**config.mk**
```make
export PLATFORM = sky130hd
export DESIGN_NAME = voice_scheduler
export DESIGN_NICKNAME = d
export VERILOG_FILES = /design/src/rtl/nco_pkg.sv /design/src/rtl/voice_phase_bank.sv /design/src/rtl/voice_scheduler.sv
export SDC_FILE = /design/constraint.sdc
export NUM_CORES = 1
export LEC_CHECK = 0
export BUFFER_PORTS_ARGS = -buffer_cell sky130_fd_sc_hd__clkbuf_2
export CORE_AREA = 3 3 196 275
export CTS_BUF_LIST = sky130_fd_sc_hd__clkbuf_4
export CTS_CLUSTER_SIZE = 20
export DETAILED_ROUTE_END_ITERATION = 6
export DIE_AREA = 0 0 199 278
export GPL_TIMING_DRIVEN = 0
export SYNTH_ARGS = -nofsm -noshare
export SYNTH_HDL_FRONTEND = slang
export SYNTH_SLANG_ARGS = --single-unit
export TNS_END_PERCENT = 30
```
**constraint.sdc**
```tcl
create_clock -name master_clk -period 8.75 [get_ports master_clk]
set_input_delay 0.4375 -clock master_clk [delete_from_list [all_inputs] [get_ports master_clk]]
set_output_delay 0.4375 -clock master_clk [all_outputs]
set_load 0.03 [all_outputs]
```
**src/rtl/nco_pkg.sv**
```systemverilog
// nco_pkg: shared types and constants for the voice scheduler.
//   sample_t - signed 16-bit audio sample
//   phase_t  - 32-bit NCO phase accumulator value
//   state_e  - scheduler FSM states
//   SAT_MAX / SAT_MIN - clamp limits of the 16-bit mix output
package nco_pkg;

  typedef logic signed [15:0] sample_t;
  typedef logic [31:0]        phase_t;

  typedef enum logic [2:0] {
    S_IDLE,
    S_SELECT,
    S_ISSUE,
    S_WAIT,
    S_MIX,
    S_OUTPUT
  } state_e;

  localparam sample_t SAT_MAX = 16'sh7FFF;
  localparam sample_t SAT_MIN = 16'sh8000;

endpackage

```
**src/rtl/voice_phase_bank.sv**
```systemverilog
// voice_phase_bank: per-voice 32-bit phase registers.
//   master_clk      - clock (rising edge)
//   rst             - synchronous active-low reset, clears every phase
//   rd_idx          - voice selected for read / update
//   adv_en          - phase[rd_idx] += increment[rd_idx] (mod 2^32)
//   clr_en          - phase[rd_idx] <= 0 (muted voice); wins over adv_en
//   voice_increment - packed per-voice increments, voice v at [32v+31:32v]
//   rd_phase        - current phase of voice rd_idx
module voice_phase_bank
  import nco_pkg::*;
#(
  parameter int NUM_VOICES = 4
) (
  input  logic                          master_clk,
  input  logic                          rst,
  input  logic [$clog2(NUM_VOICES)-1:0] rd_idx,
  input  logic                          adv_en,
  input  logic                          clr_en,
  input  logic [32*NUM_VOICES-1:0]      voice_increment,
  output phase_t                        rd_phase
);

  localparam int IDX_W = $clog2(NUM_VOICES);

  phase_t phase_rd [NUM_VOICES];

  for (genvar gv = 0; gv < NUM_VOICES; gv++) begin : g_voice
    phase_t phase_q;

    always_ff @(posedge master_clk) begin
      if (!rst) begin
        phase_q <= '0;
      end else if (rd_idx == IDX_W'(gv)) begin
        if (clr_en)      phase_q <= '0;
        // Wrap-around is intentional: the phase is a modulo-2^32 NCO.
        else if (adv_en) phase_q <= phase_q + voice_increment[32*gv +: 32];
      end
    end

    assign phase_rd[gv] = phase_q;
  end

  assign rd_phase = phase_rd[rd_idx];

endmodule

```
**src/rtl/voice_scheduler.sv**
```systemverilog
// voice_scheduler: time-multiplexes NUM_VOICES voices onto one shared NCO
// datapath once per sample tick and mixes the results.
//   master_clk      - clock (rising edge)
//   rst             - synchronous active-low reset
//   sample_clk_en   - one-cycle sample tick; ignored (and flagged) while busy
//   voice_increment - per-voice phase increments
//   voice_mute      - per-voice mute; muted voices have their phase cleared
//   dp_start/dp_phase/dp_done/dp_sample - shared datapath handshake
//   mix_output/mix_valid - saturated mix and its one-cycle strobe
//   busy            - frame in progress (tick accepted .. mix_valid)
//   overrun         - sticky: a tick arrived while busy
module voice_scheduler
  import nco_pkg::*;
#(
  parameter int NUM_VOICES = 4,
  parameter int MIX_SHIFT  = 2
) (
  input  logic                     master_clk,
  input  logic                     rst,
  input  logic                     sample_clk_en,
  input  logic [32*NUM_VOICES-1:0] voice_increment,
  input  logic [NUM_VOICES-1:0]    voice_mute,
  output logic                     dp_start,
  output phase_t                   dp_phase,
  input  logic                     dp_done,
  input  sample_t                  dp_sample,
  output sample_t                  mix_output,
  output logic                     mix_valid,
  output logic                     busy,
  output logic                     overrun
);

  localparam int IDX_W = $clog2(NUM_VOICES);
  // One guard bit above the worst-case sum so the accumulator never wraps.
  localparam int ACC_W = 16 + IDX_W + 1;
  localparam logic signed [ACC_W-1:0] ACC_MAX = ACC_W'(SAT_MAX);
  localparam logic signed [ACC_W-1:0] ACC_MIN = ACC_W'(SAT_MIN);

  state_e                  state_q, state_d;
  logic [IDX_W:0]          idx_q, idx_d;
  logic signed [ACC_W-1:0] acc_q, acc_d;
  sample_t                 samp_q, samp_d;
  phase_t                  dp_phase_q, dp_phase_d;
  sample_t                 mix_q, mix_d;
  logic                    overrun_q, overrun_d;

  logic [IDX_W-1:0]        vidx;
  logic                    last_voice;
  logic                    bank_adv, bank_clr;
  phase_t                  rd_phase;
  logic signed [ACC_W-1:0] acc_shr;
  sample_t                 sat_val;

  assign vidx       = idx_q[IDX_W-1:0];
  assign last_voice = (idx_q == (IDX_W+1)'(NUM_VOICES));

  voice_phase_bank #(.NUM_VOICES(NUM_VOICES)) u_bank (
    .master_clk      (master_clk),
    .rst             (rst),
    .rd_idx          (vidx),
    .adv_en          (bank_adv),
    .clr_en          (bank_clr),
    .voice_increment (voice_increment),
    .rd_phase        (rd_phase)
  );

  assign acc_shr = acc_q >>> MIX_SHIFT;

  always_comb begin
    if (acc_shr > ACC_MAX)      sat_val = SAT_MAX;
    else if (acc_shr < ACC_MIN) sat_val = SAT_MIN;
    else                        sat_val = acc_shr[15:0];
  end

  always_comb begin
    state_d    = state_q;
    idx_d      = idx_q;
    acc_d      = acc_q;
    samp_d     = samp_q;
    dp_phase_d = dp_phase_q;
    mix_d      = mix_q;
    bank_adv   = 1'b0;
    bank_clr   = 1'b0;
    overrun_d  = overrun_q | (sample_clk_en & (state_q != S_IDLE));

    case (state_q)
      S_IDLE: begin
        if (sample_clk_en) begin
          state_d = S_SELECT;
          idx_d   = '0;
          acc_d   = '0;
        end
      end
      S_SELECT: begin
        if (last_voice) begin
          // Load the result on the way into OUTPUT so it is stable while
          // mix_valid is high.
          mix_d   = sat_val;
          state_d = S_OUTPUT;
        end else if (voice_mute[vidx]) begin
          bank_clr = 1'b1;
          idx_d    = idx_q + 1'b1;
        end else begin
          dp_phase_d = rd_phase;
          state_d    = S_ISSUE;
        end
      end
      S_ISSUE: begin
        bank_adv = 1'b1;
        state_d  = S_WAIT;
      end
      S_WAIT: begin
        if (dp_done) begin
          samp_d  = dp_sample;
          state_d = S_MIX;
        end
      end
      S_MIX: begin
        acc_d   = acc_q + ACC_W'(samp_q);
        idx_d   = idx_q + 1'b1;
        state_d = S_SELECT;
      end
      S_OUTPUT: state_d = S_IDLE;
      default:  state_d = S_IDLE;
    endcase
  end

  always_ff @(posedge master_clk) begin
    if (!rst) begin
      state_q    <= S_IDLE;
      idx_q      <= '0;
      acc_q      <= '0;
      samp_q     <= '0;
      dp_phase_q <= '0;
      mix_q      <= '0;
      overrun_q  <= 1'b0;
    end else begin
      state_q    <= state_d;
      idx_q      <= idx_d;
      acc_q      <= acc_d;
      samp_q     <= samp_d;
      dp_phase_q <= dp_phase_d;
      mix_q      <= mix_d;
      overrun_q  <= overrun_d;
    end
  end

  assign dp_start   = (state_q == S_ISSUE);
  assign dp_phase   = dp_phase_q;
  assign mix_output = mix_q;
  assign mix_valid  = (state_q == S_OUTPUT);
  assign busy       = (state_q != S_IDLE);
  assign overrun    = overrun_q;

endmodule

```
==> impl_metrics.csv <==
group,metric,value,unit
worst_setup_path,critical_path.max_fanout,10,
pwr,combPwrFrac,0.292,
die,dieArea,0.05532,mm²
finish,nNetsFinal,2492,
logic_synthesis,synth_top_cell_by_area,"dfxtp_1",
routing,num_vias,15350,
global_routing,grt_pass1_wl,83.17,mm
logic_synthesis,yosys-top-cells-count,"nand2_1, dfxtp_1, a21oi_1",
global_routing,grt_pass1_vias,15240,
pwr,seqPwrFrac,0.390,
worst_setup_path,startpoint_type,"flip-flop",
routing,dr.first_iter.drc_count,1078,
logic_synthesis,synth_nets,2206,
flow_run,maxCapViolCount,0,
pwr,p_int,0.001847,W
min_path,hold_class,"input pin to flip-flop",
timing,fmax,0.2000,GHz
routing,wl_per_cell,19.08,µm
clocking,path_clk_slew,0.08,ns
logic_synthesis,synth_edf_count,0,
logic_synthesis,ys_types,77,
logic_synthesis,ys.flop_type,"dfxtp_1",
logic_synthesis,seq_area_frac_synth,0.2829,
clocking,clock_tree.root_cell,"clkbuf_4",
die,io-pin-count,204,
logic_synthesis,ys_seq_elements,218,
global_routing,grt_use_total,0.1940,
clocking,cts_setup_buffers,0,
routing,firstDrtPassIters,6,
placement,dp_slack,3.957,ns
die,core_area,0.05190,mm²
clocking,cts_made_buffers,61,
timing,finalMaxSlewViolations,0,
timing,tightest_slew,1.103,ns
worst_setup_path,arrival,5.70,ns
timing,setup_viol,0,
die,start_util,0.2972,
global_routing,grt_max_degree,20,
timing,hold_violations,0,
clocking,cts.repair.resized,0,
timing,fin_ws,3.749,ns
finish,area_growth,18.10,%
logic_synthesis,yosys_warnings,0,
pwr,p_sw_frac,0.3642,
placement,numPortBuffers,203,
routing,drc,0,
global_routing,grt_overflow,0,
routing,drtAntennaViolNets,0,
routing,routed_wl,55.23,mm
logic_synthesis,syn_area_per_cell,8.106,µm²
clocking,cts.sink_count,218,
placement,post-dp-hpwl,45.25,mm
global_routing,antenna_found_initial,3,
logic_synthesis,syn_inst,1903,
die,row_count,99,
timing,min_period,5.001,ns
pwr,power_density,159.5,mW/mm²
logic_synthesis,synthTopCellsByArea,"dfxtp_1, ha_1, a21oi_1",
clocking,cts_tree,"yes",
finish,drive_gt1_frac,0.1583,
logic_synthesis,synthArstFlopShare,0,
worst_setup_path,critPathKind,"flip-flop to flip-flop",
clocking,clock_latency,0.84,ns
logic_synthesis,yosysMostFrequentCell,"nand2_1",
pwr,p_switching,0.001058,W
outcome,status,"finished clean",
timing,finClkSkew,0.09327,ns
clocking,cts_buffer_depth,3,
die,die_w,199,µm
clocking,cts_max_level,2,
worst_setup_path,required,9.45,ns
timing,finalSetupTns,0,ns
pwr,power.leakage,8.133,nW
logic_synthesis,post-synth-top-area-fraction,0.2829,
routing,viasPerCell,5.304,
pwr,ir_worst_vdd,100.6,µV
die,die_height,278,µm
timing,period_share,0.5716,
placement,gp_congestion,0.9435,
timing,relSlewSlack,0.2593,
worst_setup_path,endpoint_kind,"flip-flop",
worst_setup_path,ff2ff_setup_slack,3.75,ns
timing,grt_setup_unrepaired,"no",
pwr,clkPwrFrac,0.318,
logic_synthesis,syn-cell-area,0.01542,mm²
## final timing paths
path / from / endpoint / cells past startpoint
max: idx_q[1]$_SDFFE_PN0P_ / u_bank.g_voice[3].phase_q[31]$_SDFFE_PN0P_ / 13
min: dp_done / samp_q[3]$_SDFFE_PN0P_ / 4
max reg2reg: idx_q[1]$_SDFFE_PN0P_ / u_bank.g_voice[3].phase_q[31]$_SDFFE_PN0P_ / 13
min reg2reg: dp_phase[6]$_SDFFE_PN0P_ / dp_phase[6]$_SDFFE_PN0P_ / 2
## critical path, cell delays in order, from the launching register on
cell and delay [ns]:
dfxtp_1 0.37, clkbuf_1 0.61, buf_1 0.54, inv_1 0.20
ha_1 0.30, nand2_1 0.16, nand3_2 0.29, nand2_1 0.45
nand2_1 0.25, nor2_1 0.69, nand2_1 0.42, nor3b_1 0.31
mux2i_1 0.11, a22oi_1 0.18
## layer usage
layer / GRT usage / part of all wire
met1: 0.2281 / 0.41
met2: 0.3354 / 0.49
met3: 0.03778 / 0.056
met4: 0.09556 / 0.054
met5: 0 / 0.00013
## per-stage QoR
step / utilization / hold slack, ns / total power [W] / instances / area (µm²)
floorplan: - / 0.4400 / 0.001727 / 1903 / 15420
global route: 0.3510 / 0.08762 / 0.003087 / 2894 / 18220
detailed placement: 0.3326 / 0.4467 / 0.001993 / 2762 / 17260
global placement: 0.3326 / 0.4474 / 0.001978 / 2762 / 17260
CTS: 0.3509 / 0.05160 / 0.002937 / 2892 / 18210
finish: 0.3510 / 0.1356 / 0.002905 / 2894 / 18220
## placed cells by master (no fill, tap or decap), types with 20 or more instances in the layout
cell and instances:
clkbuf_1 70, clkbuf_4 83, dlygate4sd3_1 20, a22oi_1 47
nand2_1 238, dfxtp_1 218, nor2b_1 28, nand3_1 24
xnor2_1 61, and3_1 24, ha_1 146, clkbuf_2 203
o21ai_0 138, nor3_1 48, a21oi_1 201, xor2_1 55
nor2_1 181, inv_1 42, mux4_2 33, a21o_1 85
## registers in the layout, summed over array words and instances (netlist names)
| register | cells |
|---|---|
| overrun | 1 |
| samp_q | 16 |
| state_q | 3 |
| acc_q | 19 |
| dp_phase | 32 |
| idx_q | 3 |
| mix_output | 16 |
| u_bank.g_voice.phase_q | 128 |
## power groups by stage
stage	logic (W)	clock network (W)	registers, W
final	0.000848	0.000924	0.00113
after floorplan	0.000606	0	0.00112
after detailed placement	0.000837	0	0.00116
after CTS	0.000850	0.000953	0.00113
after global routing	0.000942	0.00101	0.00114
after global placement	0.000824	0	0.00115
## cell families (layout without fill, tap and decap cells)
logic type,Yosys count,count (layout),synth area share
AOI/OAI and AO/OA,612,612,0.2490
xor gates and xnor gates,116,116,0.06587
adders and majority gates,163,163,0.1327
buffers and inverters,123,456,0.03026
DFF,218,218,0.2829
muxes,43,43,0.05483
other,0,2,0
and+or+nand+nor,628,628,0.1844
## what timing repair did
item | 4_1_cts | 5_1_grt
endpoints found under the hold margin | 21 | 0
setup endpoints to repair | 0 | 0
hold buffers | 20 | 0
## cell type report
class	instances	area, µm²
multi-input combinational	1562	10590
inverter	43	161.4
antenna	2	5.005
clock buffer	83	623.1
buffer	80	305.3
timing repair buffer	223	1216
sequential	218	4364
fill	5526	33680
clock inverter	27	126.4
tap	656	820.8
Power figures use the tool's default switching activity.
